<file path="src/rtl/axi_lite_regfile_slave.sv">
// AXI4-Lite register file: N_REGS 32-bit registers, the last one a read-only ID constant.
// Read and write channels run as independent two-state FSMs; every output is a flop.
module axi_lite_regfile_slave #(
    parameter int unsigned          ADDR_WIDTH = 32,
    parameter int unsigned          DATA_WIDTH = 32,
    parameter int unsigned          N_REGS     = 8,
    parameter logic [ADDR_WIDTH-1:0] BASE_ADDR = ADDR_WIDTH'(32'h4000_0000),
    parameter logic [DATA_WIDTH-1:0] ID_VALUE  = DATA_WIDTH'(32'hA11C_E001)
) (
    input  logic                    aclk,
    input  logic                    aresetn,
    input  logic [ADDR_WIDTH-1:0]   awaddr,
    input  logic [2:0]              awprot,
    input  logic                    awvalid,
    output logic                    awready,
    input  logic [DATA_WIDTH-1:0]   wdata,
    input  logic [DATA_WIDTH/8-1:0] wstrb,
    input  logic                    wvalid,
    output logic                    wready,
    output logic [1:0]              bresp,
    output logic                    bvalid,
    input  logic                    bready,
    input  logic [ADDR_WIDTH-1:0]   araddr,
    input  logic [2:0]              arprot,
    input  logic                    arvalid,
    output logic                    arready,
    output logic [DATA_WIDTH-1:0]   rdata,
    output logic [1:0]              rresp,
    output logic                    rvalid,
    input  logic                    rready
);
    localparam int unsigned STRB_W  = DATA_WIDTH / 8;
    localparam int unsigned IDX_W   = $clog2(N_REGS);
    localparam int unsigned DEC_LSB = IDX_W + 2;
    localparam logic [IDX_W-1:0] ID_IDX = IDX_W'(N_REGS - 1);
    localparam logic [1:0] RESP_OKAY   = 2'b00;
    localparam logic [1:0] RESP_SLVERR = 2'b10;

    typedef enum logic {W_IDLE, W_RESP} w_state_e;
    typedef enum logic {R_IDLE, R_DATA} r_state_e;

    // BASE_ADDR is aligned to the window size, so decode is an upper-bit compare.
    function automatic logic addr_ok(input logic [ADDR_WIDTH-1:0] a);
        return (a[ADDR_WIDTH-1:DEC_LSB] == BASE_ADDR[ADDR_WIDTH-1:DEC_LSB]) && (a[1:0] == 2'b00);
    endfunction

    w_state_e                w_state_q, w_state_d;
    logic                    aw_held_q, aw_held_d;
    logic                    w_held_q, w_held_d;
    logic [ADDR_WIDTH-1:0]   awaddr_q, awaddr_d;
    logic [DATA_WIDTH-1:0]   wdata_q, wdata_d;
    logic [STRB_W-1:0]       wstrb_q, wstrb_d;
    logic                    awready_q, awready_d;
    logic                    wready_q, wready_d;
    logic                    bvalid_q, bvalid_d;
    logic [1:0]              bresp_q, bresp_d;
    logic [DATA_WIDTH-1:0]   regs_q [N_REGS];
    logic [DATA_WIDTH-1:0]   regs_d [N_REGS];

    r_state_e                r_state_q, r_state_d;
    logic                    arready_q, arready_d;
    logic                    rvalid_q, rvalid_d;
    logic [DATA_WIDTH-1:0]   rdata_q, rdata_d;
    logic [1:0]              rresp_q, rresp_d;

    logic                    aw_hs, w_hs, ar_hs;
    logic [ADDR_WIDTH-1:0]   wr_addr;
    logic [DATA_WIDTH-1:0]   wr_data;
    logic [STRB_W-1:0]       wr_strb;
    logic [IDX_W-1:0]        wr_idx, rd_idx;
    logic                    wr_ok;

    logic unused_prot;
    assign unused_prot = ^{awprot, arprot};

    // Write channel: collect AW and W in any order, commit when both are present.
    always_comb begin
        w_state_d = w_state_q;
        aw_held_d = aw_held_q;
        w_held_d  = w_held_q;
        awaddr_d  = awaddr_q;
        wdata_d   = wdata_q;
        wstrb_d   = wstrb_q;
        bvalid_d  = bvalid_q;
        bresp_d   = bresp_q;
        regs_d    = regs_q;

        aw_hs   = awvalid && awready_q;
        w_hs    = wvalid && wready_q;
        wr_addr = aw_held_q ? awaddr_q : awaddr;
        wr_data = w_held_q ? wdata_q : wdata;
        wr_strb = w_held_q ? wstrb_q : wstrb;
        wr_idx  = wr_addr[DEC_LSB-1:2];
        wr_ok   = addr_ok(wr_addr) && (wr_idx != ID_IDX);

        case (w_state_q)
            W_IDLE: begin
                if ((aw_held_q || aw_hs) && (w_held_q || w_hs)) begin
                    if (wr_ok) begin
                        for (int b = 0; b < STRB_W; b++) begin
                            if (wr_strb[b]) regs_d[wr_idx][8*b +: 8] = wr_data[8*b +: 8];
                        end
                    end
                    bresp_d   = wr_ok ? RESP_OKAY : RESP_SLVERR;
                    bvalid_d  = 1'b1;
                    aw_held_d = 1'b0;
                    w_held_d  = 1'b0;
                    w_state_d = W_RESP;
                end else begin
                    if (aw_hs) begin
                        aw_held_d = 1'b1;
                        awaddr_d  = awaddr;
                    end
                    if (w_hs) begin
                        w_held_d = 1'b1;
                        wdata_d  = wdata;
                        wstrb_d  = wstrb;
                    end
                end
            end
            W_RESP: begin
                if (bready) begin
                    bvalid_d  = 1'b0;
                    w_state_d = W_IDLE;
                end
            end
            default: w_state_d = W_IDLE;
        endcase

        regs_d[N_REGS-1] = ID_VALUE;
        awready_d = (w_state_d == W_IDLE) && !aw_held_d;
        wready_d  = (w_state_d == W_IDLE) && !w_held_d;
    end

    // Read channel: sample the pre-write register value on the AR handshake edge.
    always_comb begin
        r_state_d = r_state_q;
        rvalid_d  = rvalid_q;
        rdata_d   = rdata_q;
        rresp_d   = rresp_q;
        ar_hs     = arvalid && arready_q;
        rd_idx    = araddr[DEC_LSB-1:2];

        case (r_state_q)
            R_IDLE: begin
                if (ar_hs) begin
                    if (addr_ok(araddr)) begin
                        rdata_d = regs_q[rd_idx];
                        rresp_d = RESP_OKAY;
                    end else begin
                        rdata_d = '0;
                        rresp_d = RESP_SLVERR;
                    end
                    rvalid_d  = 1'b1;
                    r_state_d = R_DATA;
                end
            end
            R_DATA: begin
                if (rready) begin
                    rvalid_d  = 1'b0;
                    r_state_d = R_IDLE;
                end
            end
            default: r_state_d = R_IDLE;
        endcase

        arready_d = (r_state_d == R_IDLE);
    end

    always_ff @(posedge aclk) begin
        if (!aresetn) begin
            w_state_q <= W_IDLE;
            aw_held_q <= 1'b0;
            w_held_q  <= 1'b0;
            awaddr_q  <= '0;
            wdata_q   <= '0;
            wstrb_q   <= '0;
            awready_q <= 1'b0;
            wready_q  <= 1'b0;
            bvalid_q  <= 1'b0;
            bresp_q   <= 2'b00;
            for (int i = 0; i < N_REGS - 1; i++) regs_q[i] <= '0;
            regs_q[N_REGS-1] <= ID_VALUE;
            r_state_q <= R_IDLE;
            arready_q <= 1'b0;
            rvalid_q  <= 1'b0;
            rdata_q   <= '0;
            rresp_q   <= 2'b00;
        end else begin
            w_state_q <= w_state_d;
            aw_held_q <= aw_held_d;
            w_held_q  <= w_held_d;
            awaddr_q  <= awaddr_d;
            wdata_q   <= wdata_d;
            wstrb_q   <= wstrb_d;
            awready_q <= awready_d;
            wready_q  <= wready_d;
            bvalid_q  <= bvalid_d;
            bresp_q   <= bresp_d;
            regs_q    <= regs_d;
            r_state_q <= r_state_d;
            arready_q <= arready_d;
            rvalid_q  <= rvalid_d;
            rdata_q   <= rdata_d;
            rresp_q   <= rresp_d;
        end
    end

    assign awready = awready_q;
    assign wready  = wready_q;
    assign bvalid  = bvalid_q;
    assign bresp   = bresp_q;
    assign arready = arready_q;
    assign rvalid  = rvalid_q;
    assign rdata   = rdata_q;
    assign rresp   = rresp_q;

endmodule

</file>
<file path="config.mk">
export PLATFORM = sky130hd
export DESIGN_NAME = axi_lite_regfile_slave
export DESIGN_NICKNAME = d
export VERILOG_FILES = /design/src/rtl/axi_lite_regfile_slave.sv
export SDC_FILE = /design/constraint.sdc
export NUM_CORES = 1
export LEC_CHECK = 0
export CAP_MARGIN = 10
export CELL_PAD_IN_SITES_DETAIL_PLACEMENT = 0
export CELL_PAD_IN_SITES_GLOBAL_PLACEMENT = 1
export CORE_MARGIN = 2
export CORE_UTILIZATION = 40
export CTS_CLUSTER_DIAMETER = 80
export DETAILED_ROUTE_END_ITERATION = 8
export HOLD_SLACK_MARGIN = 0.03
export PLACE_DENSITY = 0.69
export SLEW_MARGIN = 20
export SYNTH_ARGS = -nofsm -noshare
export SYNTH_HDL_FRONTEND = slang
export SYNTH_SLANG_ARGS = --single-unit
</file>
<file path="constraint.sdc">
create_clock -name aclk -period 3.1 [get_ports aclk]
set_input_delay 0.775 -clock aclk [delete_from_list [all_inputs] [get_ports aclk]]
set_output_delay 0.775 -clock aclk [all_outputs]
set_load 0.02 [all_outputs]
</file>
Word-level counts from Yosys, hierarchy flattened. Cells that the tools add are included.

Register bits: 369. Bits in latches: 0. Memory bits (writable): 0. Bits in read-only memories: 0. Bits of input ports: 113. Output and inout bits: 41. Memories kept: 0.

$add $sub $neg: 0. Multiply operators: 0. Divide/modulo/power cells: 0. Order comparisons: 3. Eq/ne operators: 7. Shifts and indexed selects: 0. Multiplexer cells: 52. Bitwise gates (word level): 7. Reduce and logical (&&, ||, !) cells: 23.

Operator list (number): $mux 256 (13); $bwmux 256 (4); $demux 32 s3 (4); $mux 32 (6); $bmux 32 s3 (1); $eq 27x26->1 const B (2); $mux 24 (1); $mux 16 (1); $mux 1 (14); $logic_and 1x1->1 (10); $reduce_and 3->1 (3); $ge 4x4->1 const B (2); $mux 8 (1); $ne 2x2->1 const B (4); $not 3->4 (2); $pmux 1 s2 (4); $reduce_and 2->1 (4); $not 1->1 (5); $logic_not 2->1 (2); $lt 4x1->1 const B (1); $mux 2 (2); $mux 4 (1); $ne 3x3->1 const B (1); $logic_not 1->1 (2); $logic_or 1x1->1 (2).

Logic depth before layout (Yosys ltp). Gate-level depths: netlist of run 1.

Depth after elaboration: 23. Gate-level depth with buffers: 8. Depth with buffers taken out: 5.

Least setup slack after synthesis of run 1. OpenSTA, ideal clock, no wires.

Path type: input -> register. Start point: input port awaddr[31]. End point: register regs_q[128] (netlist name). Library setup time: 0.124 ns. Arrival: 2.422 ns. Slack: 0.554 ns. Stages: 7. Cells stage by stage: or4_4 -> nor4_2 -> o2111a_2 -> buf_8 -> buf_12 -> nand4_4 -> mux2i_1.

Longest elaborated chain between the ends: 5.

RTL lines: start, declared (RTL line 12) `input logic [ADDR_WIDTH-1:0] awaddr,`; $mux 32 (RTL line 90) `wr_addr = aw_held_q ? awaddr_q : awaddr;`; $eq 27x26->1 (RTL line 44) `return (a[ADDR_WIDTH-1:DEC_LSB] == BASE_ADDR[ADDR_WIDTH-1:DEC_LSB]) && (a[1:0] == 2'b00);`; $logic_and 1x1->1 (RTL line 44); $logic_and 1x1->1 (RTL line 94) `wr_ok = addr_ok(wr_addr) && (wr_idx != ID_IDX);`; $reduce_and 3->1 (no line); end signal, assigned (RTL line 200) `regs_q <= regs_d;`; end, declared (RTL line 57) `logic [DATA_WIDTH-1:0] regs_q [N_REGS];`.

Every way passes these cells. A chain may end at the register's enable or synchronous reset.

Final worst setup path of run 1.
Start point: input port awaddr[31]. End point: register regs_q[134] (netlist name).

The elaborated chain is that of the path after synthesis.

==> results of run 1 <==
==> how the worst max path moves through the flow <==
stage	end	slack, ns	cells after the start
floorplan	regs_q[128]	0.55	7
global placement	regs_q[144]	-0.07	7
detailed placement	regs_q[169]	-0.10	7
CTS	regs_q[134]	0.44	7
global route	regs_q[134]	0.37	7
finish	regs_q[134]	0.45	7
==> registers in the layout, summed over array words and instances, names as in the netlist, 4 cells and up <==
signal / cells
regs_q: 224
wdata_q: 32
rdata: 32
awaddr_q: 32
wstrb_q: 4
==> cell usage in the layout (no fill, tap or decap), types with 9 or more instances in the layout <==
cell type	synthesis	final
nand4_2	19	19
clkbuf_16	0	39
o2bb2ai_1	22	22
buf_4	4	58
clkdlybuf4s50_1	0	141
o221ai_1	10	10
inv_1	12	12
mux2_2	47	47
dfxtp_1	335	334
nand2_1	419	419
nor4_1	10	10
a21boi_0	69	69
nor2b_1	14	13
mux2i_1	269	269
nor2_1	16	16
and2_1	23	23
buf_12	1	21
nand4_4	9	9
o21ai_0	36	36
mux4_2	32	32
a22oi_1	12	11
==> cell type report <==
type,count,area [um^2]
flip-flops and latches,335,6710
well taps,468,586
clock buffers,49,1060
inverters,12,45.0
multi-input cells,1057,7720
clock inverters,15,213
repair buffers,223,2290
fillers,3352,18100
==> metrics by stage <==
step / instances / total power, mW / util / hold slack, ns
after floorplan: 1506 / 4.95 / - / 0.436
after global placement: 2095 / 5.33 / 0.473 / 0.441
after detailed placement: 2095 / 5.34 / 0.473 / 0.450
after CTS: 2159 / 10.0 / 0.508 / 0.458
after global routing: 2159 / 10.3 / 0.508 / 0.470
final: 2159 / 9.87 / 0.508 / 0.456
==> routing by layer <==
| layer | vias up | global-route usage |
|---|---|---|
| met3 | 31 | 0.0277 |
| li1 | 5560 | - |
| met2 | 154 | 0.331 |
| met5 | - | 0 |
| met1 | 5386 | 0.282 |
| met4 | 0 | 0.0334 |
==> kinds of logic (layout without fill, tap and decap cells) <==
logic type | count (synthesis) | in the layout
AOI/OAI and AO/OA | 161 | 161
muxes | 348 | 348
and+or+nand+nor | 546 | 546
other | 1 | 2
DFF | 335 | 335
buffers and inverters | 114 | 299
==> synthesized netlist by cell type (2+ instances only) <==
| cell | count | area share |
|---|---|---|
| nor4b_1 | 3 | 0.0018 |
| nor2b_1 | 14 | 0.0059 |
| o21ai_0 | 36 | 0.012 |
| nand2b_1 | 3 | 0.0013 |
| a22oi_1 | 12 | 0.0060 |
| clkbuf_1 | 73 | 0.018 |
| a31oi_1 | 3 | 0.0013 |
| dfxtp_1 | 335 | 0.45 |
| a21oi_1 | 5 | 0.0017 |
| nand4_2 | 19 | 0.016 |
| mux4_2 | 32 | 0.048 |
| nand2_1 | 419 | 0.11 |
| and3_1 | 2 | 0.00084 |
| buf_1 | 13 | 0.0033 |
| buf_2 | 9 | 0.0030 |
| mux2i_1 | 269 | 0.18 |
| nor4_1 | 10 | 0.0042 |
| o2bb2ai_1 | 22 | 0.013 |
| mux2_2 | 47 | 0.035 |
| nand4b_1 | 3 | 0.0018 |
| inv_1 | 12 | 0.0030 |
| a21boi_0 | 69 | 0.035 |
| and2_1 | 23 | 0.0097 |
| nor2_1 | 16 | 0.0040 |
| and4b_1 | 2 | 0.0013 |
| nand3_1 | 3 | 0.0010 |
| nor3b_1 | 2 | 0.0010 |
| and3b_1 | 2 | 0.0012 |
| nor3_1 | 8 | 0.0027 |
| o221ai_1 | 10 | 0.0059 |
| nand4_4 | 9 | 0.013 |
| buf_4 | 4 | 0.0020 |
| or4b_1 | 2 | 0.0013 |
==> worst max-delay path: stages <==
cell and delay [ns]:
clkdlybuf4s50_1 0.42, or4_4 0.53, nor4_2 0.27, o2111a_2 0.28
buf_12 0.24, nand4_4 0.28, mux2i_1 0.20
==> power groups by stage <==
stage	clock network, mW	registers [mW]	logic (mW)
detailed placement	0	4.50	0.842
CTS	4.75	4.40	0.845
floorplan	0	4.49	0.453
global route	4.93	4.41	0.908
global placement	0	4.49	0.834
finish	4.64	4.40	0.834
==> results.ini, run 1 <==
[placement]
dp_slack_ns=-0.104
placed_area_um2=17400
io_buffers=145
hpwlAfterDp_mm=26.1
gp_congestion=0.751

[status]
status=completed

[power]
power_density_nw_per_um2=530
p_switching_mw=2.32
p_leak_nw=8.22
p_int_mw=7.55
p_sw_frac=0.235
p_clk_frac=0.470
p_seq_frac=0.446
p_comb_frac=0.084
max-vdd-ir-drop_v=0.000283

[worst_setup_path]
timing.rr.end=regs_q[134]
setup.worst_path.start_class=primary input
critPathCaptureType=flop
regToRegSetupSlack_ns=0.63
r2r_cells=6
crit_type=in -> reg
critPathRequiredTime_ns=3.48
setup.worst_path.start=awaddr[31]
path_max_fanout=29
r2r_start=aw_held_q
cp_data_arrival_time_ns=3.03

[layout]
fin_nets=1781
diodes=0
fin_area_um2=18600
drive_gt1_frac=0.150
areaGrowthSynthToFinish_pct=25.0

[drt]
met1Wirelength_mm=19.1
wl_met3_mm=1.30
drt-initial-drc-count=501
vias=11131
wl_met2_mm=17.7
drtAntennaViolNets=0
wl_per_cell_um=17.9
wl_mm=38.6
top_layer=met4
drc=0
drt_pass1_iterations=5
vias_per_cell=5.16

[logic_synthesis]
synthAdderAreaFrac=0
synth.avg_cell_area_um2=9.91
syn_inst=1505
synth.cell_area_um2=14900
async_flop_share=0
synth_top_flop_cell=dfxtp_1
yosys.cell_types.count=47
yosysWarnings=0
synth-xor-area-share=0
seq_area_frac_synth=0.450
synth_top_family_by_area=multiplexers
synth_edf_count=0
ys_seq_elements=335
synth.area.mux_share=0.264
synth_compound_area_frac=0.0770
yosys.area_share.simple=0.176

[sta]
max-slew-margin-rel=0.616
tightest_slew_ns=0.576
finalSetupTns_ns=0
timing.final.ws_setup_ns=0.451
finalCriticalPeriod_ns=2.65
finClkSkew_ns=0.0187
final_max_slew_viol_count=0
rsz0062_at_grt=no
post-route-period-util=0.854
setup_viol=0
finalHoldViolCount=0
max_freq_mhz=378

[worst_hold_path]
holdPathStages=2
min_to=regs_q[217]
hold_class=reg -> reg
min-delay-start=regs_q[217]

[floorplan]
dieArea_um2=38800
die_w_um=197
die_height_um=197
rows=70
io_pins=154
start_util=0.406
coreArea_um2=36700

[global_routing]
grt_pass1_vias=11187
grt_max_degree=65
grt_overflow=0
grt_first_pass_wirelength_mm=61.7
grt_usage=0.200
antenna_found_initial=0

[clock_network]
max-clock-path-buffers=3
cts_tree=done
postCtsSetupRepairBufs=0
hold_buffers=0
postCtsResizedCells=0
clockRootBuffer=clkbuf_16
clkTransAtPathRegs_ns=0.06
cts_buffers=39
cts_num_sinks=335
clk_latency_ns=0.53
cts-htree-levels=2

[job]
drv_cap=0

No activity file was read; power rests on OpenSTA's default activity.
==> run 2, diff against run 1 <==
--- a/config.mk
+++ b/config.mk
@@ -14,6 +14,7 @@
 export DETAILED_ROUTE_END_ITERATION = 8
 export HOLD_SLACK_MARGIN = 0.03
 export PLACE_DENSITY = 0.69
+export SETUP_SLACK_MARGIN = 0.05
 export SLEW_MARGIN = 20
 export SYNTH_ARGS = -nofsm -noshare
 export SYNTH_HDL_FRONTEND = slang
==> results of run 2 <==
No change in the layout: final DEF, timing and power equal those of run 1.
==> run 3, diff against run 2 <==
--- a/config.mk
+++ b/config.mk
@@ -10,10 +10,12 @@
 export CELL_PAD_IN_SITES_GLOBAL_PLACEMENT = 1
 export CORE_MARGIN = 2
 export CORE_UTILIZATION = 40
+export CTS_BUF_LIST = sky130_fd_sc_hd__clkbuf_8 sky130_fd_sc_hd__clkbuf_16
 export CTS_CLUSTER_DIAMETER = 80
 export DETAILED_ROUTE_END_ITERATION = 8
 export HOLD_SLACK_MARGIN = 0.03
-export PLACE_DENSITY = 0.69
+export PLACE_DENSITY = 0.72
+export RECOVER_POWER = 50
 export SETUP_SLACK_MARGIN = 0.05
 export SLEW_MARGIN = 20
 export SYNTH_ARGS = -nofsm -noshare
==> constraint.sdc (replaced) <==
create_clock -name aclk -period 2.3 [get_ports aclk]
set_input_delay 0.575 -clock aclk [delete_from_list [all_inputs] [get_ports aclk]]
set_output_delay 0.575 -clock aclk [all_outputs]
set_load 0.02 [all_outputs]
==> run 3 against run 2 <==
- sequential power up 35%
- critical path depth rose by 3
- clock skew down 0.0057 ns
- global-route usage increased by 0.34 points
- highest routed layer unchanged
==> results.ini, run 3 (same netlist as run 1, synthesis figures left out) <==
[drt]
drt-initial-drc-count=456
wl_per_cell_um=17.7
vias=11367
wl_mm=39.0
drtAntennaViolNets=0
drc=0
drt_pass1_iterations=7
vias_per_cell=5.15

[sta]
final_max_slew_viol_count=0
post-route-period-util=0.957
setup_viol=0
timing.final.ws_setup_ns=0.0983
finalCriticalPeriod_ns=2.20
finalHoldViolCount=0
rsz0062_at_grt=yes
max-slew-margin-rel=0.393
tightest_slew_ns=0.910
max_freq_mhz=454
finClkSkew_ns=0.0131

[placement]
dp_slack_ns=-0.592
io_buffers=145
gp_congestion=0.773
hpwlAfterDp_mm=26.3

[layout]
fin_nets=1822
final.fill_count=3344
multiInputGateArea_um2=7730
layout_common_cells=nand2_1, dfxtp_1, mux2i_1
drive_gt1_frac=0.170
diodes=0
largest_reg_flops=224
seq_area_um2=6710
final_common_cell=nand2_1
final_util=0.524
top_register=regs_q
areaGrowthSynthToFinish_pct=29.0

[floorplan]
die_w_um=197
coreArea_um2=36700
start_util=0.406
io_pins=154
rows=70
die_height_um=197
dieArea_um2=38800

[worst_setup_path]
setup.worst_path.start=wvalid
setup.worst_path.end=regs_q[148]
cp_data_arrival_time_ns=2.59
r2r_start=awaddr_q[10]
crit_type=in -> reg
critPathRequiredTime_ns=2.69
r2r_cells=9
timing.rr.end=regs_q[148]
cpPeakStageDelay_ns=0.56
cp_slowest_cell=dlygate4sd3_1
critPathCaptureType=flop
cpMostUsedCell=buf_12
setup.worst_path.start_class=primary input
path_max_fanout=8
path_cells=dlygate4sd3_1 -> a21oi_1 -> nor3_1 -> o2111a_2 -> buf_12 -> buf_16 -> buf_12 -> nand4_4 -> buf_12 -> mux2i_1
regToRegSetupSlack_ns=0.12

[global_routing]
grt_max_degree=63
grt_overflow=0
grt_usage=0.203
grt_pass1_vias=11755
grt_first_pass_wirelength_mm=63.0
antenna_found_initial=0

[worst_hold_path]
holdPathStages=2
hold_class=in -> reg

[clock_network]
cts_buffers=39
max-clock-path-buffers=3
cts_tree=done
clk_latency_ns=0.52
clkTransAtPathRegs_ns=0.06
cts_num_sinks=335
clockRootBuffer=clkbuf_16
cts-htree-levels=2

[job]
drv_cap=0

[power]
max-vdd-ir-drop_v=0.000471
p_leak_nw=8.68
power_density_nw_per_um2=702

[status]
status=completed

## run 3: changes by cell type in the layout (fill, tap and decap cells not counted), moves of 4 or more
| cell | previous run | this run |
|---|---|---|
| and2_0 | 0 | 18 |
| and2_1 | 23 | 5 |
| buf_12 | 21 | 38 |
| buf_4 | 58 | 67 |
| clkdlybuf4s50_1 | 141 | 92 |
| clkinv_2 | 6 | 10 |
| dlygate4sd2_1 | 0 | 8 |
| dlygate4sd3_1 | 0 | 38 |
| inv_1 | 12 | 19 |
| nand4_1 | 1 | 7 |
| nand4_2 | 19 | 12 |
## run 3: metrics by stage
stage	TNS [ns]	area [um^2]	power, mW	hold WS [ns]	instances
6_report	0	19200	13.5	0.393	2207
5_1_grt	0	19200	14.0	0.392	2207
4_1_cts	0	19300	13.7	0.381	2207
3_5_place_dp	-126.19	17800	7.25	0.448	2127
3_3_place_gp	-124.23	17800	7.24	0.441	2127
2_1_floorplan	-0.863	14900	6.67	0.436	1506
## run 3: repair_timing
action                                  4_1_cts  5_1_grt
endpoints found under the hold margin         0        0
gates cloned                                  2        0
buffers inserted                              7        0
endpoints found under the setup margin      224      180
hold buffers                                  0        0
pin swaps                                     6        4
resized for setup                            19        9
## run 3: power by group
| group | leakage, nW | internal [mW] | switching [mW] |
|---|---|---|---|
| sequential | 2.71 | 5.89 | 0.0453 |
| clock | 0.699 | 3.97 | 2.42 |
| combinational | 5.27 | 0.518 | 0.658 |
## run 3: worst min path at each step
stage                            from  slack (ns)     endpoint
after CTS                     aresetn        0.38       rvalid
final                         aresetn        0.39       rvalid
after global routing          aresetn        0.39       rvalid
after detailed placement   regs_q[51]        0.45   regs_q[51]
after global placement    regs_q[203]        0.44  regs_q[203]
after floorplan           regs_q[160]        0.44  regs_q[160]
## run 3: area by class of cell
cell class / count / share of cell area
clock buffer: 45 / 0.0550
clock inverter: 26 / 0.0147
inverter: 12 / 0.00234
multi-input combinational: 1057 / 0.402
sequential: 335 / 0.349
tap: 468 / 0.0304
timing repair buffer: 264 / 0.147
## run 3: layer usage
layer | track usage | up-vias | routed length (um)
li1 | - | 5664 | -
met1 | 0.277 | 5458 | 18700
met2 | 0.344 | 194 | 18200
met3 | 0.0249 | 51 | 1430
met4 | 0.0493 | 0 | 677
met5 | 0 | - | 0
## run 3: critical path, delay by kind of cell
kind                   cells  cell delay [ns]
AND/OR/NAND/NOR            2             0.37
buffers and inverters      5             1.12
AO/OA/AOI/OAI              2             0.39
multiplexers               1             0.11
